File: config.mk
export PLATFORM = sky130hd
export DESIGN_NAME = bin2bcd_disp_flat
export DESIGN_NICKNAME = d
export VERILOG_FILES = /design/src/rtl/bin2bcd_disp_if.sv /design/src/rtl/bin2bcd_disp.sv /design/src/flat_wrapper.sv
export SDC_FILE = /design/constraint.sdc
export NUM_CORES = 1
export LEC_CHECK = 0
export BUFFER_PORTS_ARGS = -buffer_cell sky130_fd_sc_hd__buf_2
export CAP_MARGIN = 20
export CORE_ASPECT_RATIO = 1.4
export CORE_MARGIN = 2
export CORE_UTILIZATION = 48
export CTS_CLUSTER_SIZE = 30
export DETAILED_ROUTE_END_ITERATION = 10
export PLACE_DENSITY = 0.71
export REMOVE_ABC_BUFFERS = 1
export SETUP_SLACK_MARGIN = 0.3
export SLEW_MARGIN = 10
export SYNTH_ARGS = -nofsm -noshare
export SYNTH_HDL_FRONTEND = slang
export SYNTH_SLANG_ARGS = --single-unit
File: constraint.sdc
create_clock -name clk_1khz -period 1.2 [get_ports clk_1khz]
set_input_delay 0.06 -clock clk_1khz [delete_from_list [all_inputs] [get_ports clk_1khz]]
set_output_delay 0.06 -clock clk_1khz [all_outputs]
set_load 0.005 [all_outputs]
File: src/rtl/bin2bcd_disp_if.sv
// bin2bcd_disp_if
// Groups the conversion request and the display result of bin2bcd_disp.
//   bin_in   : unsigned binary value to convert (requester -> converter)
//   start    : conversion request, level-sampled (requester -> converter)
//   busy     : conversion in progress (converter -> requester)
//   done     : one-cycle completion pulse (converter -> requester)
//   ovf      : last accepted value did not fit in DIGITS digits
//   data_out : packed BCD display word, MSD in the top nibble
// Modports: master = requester / display side, slave = the converter.
interface bin2bcd_disp_if #(
  parameter int BIN_W  = 20,
  parameter int DIGITS = 6
);
  logic [BIN_W-1:0]    bin_in;
  logic                start;
  logic                busy;
  logic                done;
  logic                ovf;
  logic [4*DIGITS-1:0] data_out;

  modport master (
    output bin_in,
    output start,
    input  busy,
    input  done,
    input  ovf,
    input  data_out
  );

  modport slave (
    input  bin_in,
    input  start,
    output busy,
    output done,
    output ovf,
    output data_out
  );
endinterface

File: src/rtl/bin2bcd_disp.sv
// bin2bcd_disp
// Sequential double-dabble binary-to-BCD converter feeding the six-digit
// seven-segment driver. One shift-and-add-3 step per clk_1khz cycle; the
// previous display word stays on data_out until the new one is complete.
// Values above 10^DIGITS-1 display as all 'E' digits and raise ovf.
// Ports:
//   clk_1khz : clock, rising edge
//   rst_n    : asynchronous active-low reset
//   bus      : bin2bcd_disp_if slave (bin_in, start, busy, done, ovf, data_out)
module bin2bcd_disp #(
  parameter int BIN_W  = 20,
  parameter int DIGITS = 6
) (
  input  logic           clk_1khz,
  input  logic           rst_n,
  bin2bcd_disp_if.slave  bus
);

  localparam int BCD_W = 4 * DIGITS;
  localparam int CNT_W = $clog2(BIN_W + 1);
  localparam logic [BIN_W-1:0] MAX_VAL  = BIN_W'(10**DIGITS - 1);
  localparam logic [BCD_W-1:0] ERR_WORD = {DIGITS{4'hE}};
  localparam logic [CNT_W-1:0] CNT_LOAD = CNT_W'(BIN_W);
  localparam logic [CNT_W-1:0] CNT_ONE  = CNT_W'(1);

  typedef enum logic [1:0] {IDLE, SHIFT, DONE} state_t;

  state_t           state_q, state_d;
  logic [BIN_W-1:0] bin_q, bin_d;
  logic [BCD_W-1:0] bcd_q, bcd_d;
  logic [BCD_W-1:0] bcd_adj;
  logic [CNT_W-1:0] cnt_q, cnt_d;
  logic             ovf_pend_q, ovf_pend_d;
  logic             busy_q, busy_d;
  logic             done_q, done_d;
  logic             ovf_q, ovf_d;
  logic [BCD_W-1:0] data_q, data_d;

  // Pre-shift correction: any digit >= 5 would become >= 10 after doubling,
  // so add 3 first to make it carry into the next digit instead.
  function automatic logic [BCD_W-1:0] add3_adjust(input logic [BCD_W-1:0] b);
    logic [BCD_W-1:0] r;
    r = b;
    for (int i = 0; i < DIGITS; i++) begin
      if (b[4*i +: 4] >= 4'd5) r[4*i +: 4] = b[4*i +: 4] + 4'd3;
    end
    return r;
  endfunction

  // Saturate an out-of-range result to the all-'E' error word.
  function automatic logic [BCD_W-1:0] display_word(input logic [BCD_W-1:0] b,
                                                    input logic            over);
    return over ? ERR_WORD : b;
  endfunction

  assign bcd_adj = add3_adjust(bcd_q);

  always_ff @(posedge clk_1khz or negedge rst_n) begin
    if (!rst_n) begin
      state_q    <= IDLE;
      bin_q      <= '0;
      bcd_q      <= '0;
      cnt_q      <= '0;
      ovf_pend_q <= 1'b0;
      busy_q     <= 1'b0;
      done_q     <= 1'b0;
      ovf_q      <= 1'b0;
      data_q     <= '0;
    end else begin
      state_q    <= state_d;
      bin_q      <= bin_d;
      bcd_q      <= bcd_d;
      cnt_q      <= cnt_d;
      ovf_pend_q <= ovf_pend_d;
      busy_q     <= busy_d;
      done_q     <= done_d;
      ovf_q      <= ovf_d;
      data_q     <= data_d;
    end
  end

  always_comb begin
    state_d    = state_q;
    bin_d      = bin_q;
    bcd_d      = bcd_q;
    cnt_d      = cnt_q;
    ovf_pend_d = ovf_pend_q;
    busy_d     = busy_q;
    done_d     = 1'b0;
    ovf_d      = ovf_q;
    data_d     = data_q;
    case (state_q)
      IDLE: begin
        if (bus.start) begin
          bin_d      = bus.bin_in;
          bcd_d      = '0;
          cnt_d      = CNT_LOAD;
          ovf_pend_d = (bus.bin_in > MAX_VAL);
          busy_d     = 1'b1;
          state_d    = SHIFT;
        end
      end
      SHIFT: begin
        {bcd_d, bin_d} = {bcd_adj, bin_q} << 1;
        cnt_d = cnt_q - CNT_ONE;
        // Counter holds 1 here on the last step; it reaches 0 on this edge.
        if (cnt_q == CNT_ONE) state_d = DONE;
      end
      DONE: begin
        data_d  = display_word(bcd_q, ovf_pend_q);
        ovf_d   = ovf_pend_q;
        done_d  = 1'b1;
        busy_d  = 1'b0;
        state_d = IDLE;
      end
      default: state_d = IDLE;
    endcase
  end

  assign bus.busy     = busy_q;
  assign bus.done     = done_q;
  assign bus.ovf      = ovf_q;
  assign bus.data_out = data_q;

endmodule

File: src/flat_wrapper.sv
// flat-port wrapper written by rule: the top's interface ports become plain ports
module bin2bcd_disp_flat 
#(
  parameter int BIN_W  = 20,
  parameter int DIGITS = 6
)
  (clk_1khz, rst_n, bus_bin_in, bus_start, bus_busy, bus_done, bus_ovf, bus_data_out);
  bin2bcd_disp_if #(.BIN_W(BIN_W), .DIGITS(DIGITS)) bus_i ();
  input  logic clk_1khz;
  input  logic rst_n;
  input wire logic [$bits(bus_i.bin_in)-1:0] bus_bin_in;
  input wire logic [$bits(bus_i.start)-1:0] bus_start;
  output wire logic [$bits(bus_i.busy)-1:0] bus_busy;
  output wire logic [$bits(bus_i.done)-1:0] bus_done;
  output wire logic [$bits(bus_i.ovf)-1:0] bus_ovf;
  output wire logic [$bits(bus_i.data_out)-1:0] bus_data_out;
  assign bus_i.bin_in = bus_bin_in;
  assign bus_i.start = bus_start;
  assign bus_busy = bus_i.busy;
  assign bus_done = bus_i.done;
  assign bus_ovf = bus_i.ovf;
  assign bus_data_out = bus_i.data_out;
  bin2bcd_disp #(.BIN_W(BIN_W), .DIGITS(DIGITS)) u_core (.clk_1khz(clk_1khz), .rst_n(rst_n), .bus(bus_i));
endmodule
==> results.cfg <==
[drt]
antenna_left = 0
post_drt_wl_per_cell_um = 21.2
drc = 0
firstDrtPassIters = 5
vias = 4133
routed_wirelength_um = 14500
vias_per_cell = 6.02
drt_iter0_drc = 268

[synthesis]
synth_edf_count = 0
ys_types = 41
yosys-top-cells-area = dfrtp_1, o21ai_0, ha_1, nor2b_1, nand2_1
synth_common_cells = dfrtp_1, o21ai_0, nand2_1, inv_1, nor2b_1
syn-cell-area_um2 = 3980
yosysMostFrequentCell = dfrtp_1
ys_warn_count = 0
synth_area_per_cell_um2 = 9.77
ys_ff_latch = 79
async_reset_ff_share_pct = 100
seq_area_frac_synth_pct = 49.7
synthFlopType = dfrtp_1
synth_top_area_share_pct = 49.7
synth_cells = 407
yosysTopAreaCell = dfrtp_1

[status]
failed_checks = hold timing, setup timing
outcome = finished, violations left

[sta]
max_slew_margin_pct = 76.2
hold-worst-slack_ns = -0.00478
fin_crit_sh_pct = 116
finalClockSkew_ns = 0.00821
worst_pin_slew_ns = 0.357
fmax_mhz = 715
finalSetupViolations = 56
fin_setup_tns_ns = -3.56
rsz0062_at_grt = yes
finalHoldViolations = 1
period_minus_slack_ns = 1.40
slew_violations = 0
timing.final.ws_setup_ns = -0.198

[clock_network]
cts_made_buffers = 9
cts_sinks = 79
worstSkewPairLatency_ns = 0.35
clk_pin_slew_ns = 0.07
htreeDepth = 3
cts_buffer_depth = 2
cts_tree = yes
root_buffer = clkbuf_16

[worst_setup_path]
timing.rr.end = u_core.cnt_q[4]$_DFFE_PN0P_
reg2reg_slack_ns = -0.20
rr_worst_depth = 4
reg2reg_from = u_core.cnt_q[0]$_DFFE_PN0P_
end_kind = register
cp.required_ns = 1.44
max_stage_delay_ns = 0.48
critical_path.cell_chain = inv_1 > ha_1 > a31o_4 > a21o_1
crit_start = u_core.cnt_q[0]$_DFFE_PN0P_
start_kind = register
cp_slowest_cell = dfrtp_2
worstPathMaxFanout = 5
worstSetupPathType = reg -> reg
cp.arrival_ns = 1.64
worstSetupEndpoint = u_core.cnt_q[4]$_DFFE_PN0P_

[die]
core_area_um2 = 8100
design.die.area_um2 = 9040
fp.dieH_um = 112
ios = 50
num_rows = 39
initial_core_util_pct = 49.1
dieWidth_um = 80.9

[cells_and_area]
seqCellArea_um2 = 1980
antenna_cells = 0
stdcell_count = 687
syn2layout_area_growth_pct = 70.7
drive_gt1_share_pct = 58.5
multiInputGateArea_um2 = 2610
final_nets = 617
fill_cells = 387

[global_routing]
met3_usage_pct = 5.19
grt_pass1_wl_um = 19500
use_met1_pct = 33.4
antenna_found_initial = 0
grt_util_met2_pct = 46.8
overflow = 0
grt_use_total_pct = 28.1
grt.busiest_layer = met2
grt_max_degree = 28
first_global_vias = 4095

[placed_design]
dpl.hpwl_um = 6240
place_congestion = 0.928
io_buffer_count = 49
placed_cells = 587

[power_and_ir_drop]
vdd_drop_max_mv = 1.39
powerDensity_nw_per_um2 = 2370
finalPower_mw = 16.1
p_leak_nw = 3.11

[job]
drv_cap = 0

[worst_hold_path]
hold_class = in -> reg
[layout by cell type, fill, tap and decap left out, drive strengths merged, types with 2 or more instances in the layout]
master       instances
nand4                2
nand2               42
xnor2                5
dlygate4sd3          9
o21a                 6
ha                  14
nor2b               27
clkinv               3
clkbuf              10
o2111ai             12
a21oi               20
o221ai               6
a32o                 6
inv                 28
nor2                21
nand2b               9
nor4                 3
buf                178
o21ai               45
dfrtp               79
o211ai               6
clkinvlp             2
o31ai               12
o32ai                5
a22oi               19
[sequential cells by signal, indices dropped and copies added (netlist names)]
| signal | cells |
|---|---|
| u_core.bcd_q | 24 |
| u_core.bin_q | 20 |
| u_core.bus.busy | 1 |
| u_core.bus.data_out | 24 |
| u_core.bus.done | 1 |
| u_core.bus.ovf | 1 |
| u_core.cnt_q | 5 |
| u_core.ovf_pend_q | 1 |
| u_core.state_q | 2 |
[cell families (layout without fill, tap and decap cells)]
logic type / after synthesis / in the layout / synth area share (%)
xor gates and xnor gates: 5 / 5 / 1.10
muxes: 2 / 2 / 0.535
buffers and inverters: 53 / 231 / 6.13
and+or+nand+nor: 109 / 109 / 13.4
DFF: 79 / 79 / 49.7
AOI/OAI and AO/OA: 145 / 145 / 24.7
adders and majority gates: 14 / 14 / 4.40
[routing by layer]
layer / part of all wire, % / vias up
met5: 0 / -
li1: - / 1818
met1: 37 / 2077
met3: 4.3 / 63
met4: 5.1 / 0
met2: 54 / 175
[repair_timing]
action	4_1_cts	5_1_grt
cloned	7	1
buffers inserted	47	20
gates resized for setup	185	96
hold buffers	9	0
pin swaps	46	61
setup endpoints to repair	105	106
hold endpoints to repair	87	0
[per-stage QoR]
| stage | hold slack (ns) | worst slack, ns | util (%) | instance area [um2] |
|---|---|---|---|---|
| 2_1_floorplan | -0.236 | -0.952 | - | 3830 |
| 3_3_place_gp | -0.0157 | -0.101 | 58.2 | 4710 |
| 3_5_place_dp | -0.0107 | -0.202 | 58.2 | 4710 |
| 4_1_cts | 0.00180 | -0.109 | 76.5 | 6190 |
| 5_1_grt | 0.0184 | -0.213 | 83.8 | 6790 |
| 6_report | -0.00478 | -0.198 | 83.8 | 6790 |
[critical path: cells and delay by family (launching register included)]
family	cells	cell delay (ns)
adders and majority gates	1	0.27
buffers and inverters	1	0.10
DFF	1	0.48
AOI/OAI and AO/OA	2	0.43
[area by class of cell]
type | count | area share, %
Clock buffer | 9 | 3.32
Sequential cell | 79 | 29.2
Tap cell | 102 | 1.88
Inverter | 27 | 1.57
Multi-Input combinational cell | 275 | 38.4
Clock inverter | 7 | 1.18
Timing Repair Buffer | 188 | 24.4
[how the worst min path moves through the flow]
stage,from,endpoint,slack (ns),cells after the start
floorplan,rst_n,u_core.bcd_q[0]$_DFFE_PN0P_,-0.24,0
global placement,rst_n,u_core.bcd_q[13]$_DFFE_PN0P_,-0.02,1
detailed placement,rst_n,u_core.bus.data_out[18]$_DFFE_PN0P_,-0.01,1
CTS,bus_bin_in[4],u_core.bin_q[4]$_DFFE_PN0P_,0.002,3
global route,bus_bin_in[8],u_core.bin_q[8]$_DFFE_PN0P_,0.02,3
finish,bus_bin_in[4],u_core.bin_q[4]$_DFFE_PN0P_,-0.005,3
[power breakdown]
group | internal (mW) | switching [mW]
Combinational | 4.37 | 4.36
Sequential | 3.56 | 0.947
Clock | 1.63 | 1.22
Total | 9.56 | 6.52
(Power assumes the default switching activity.)
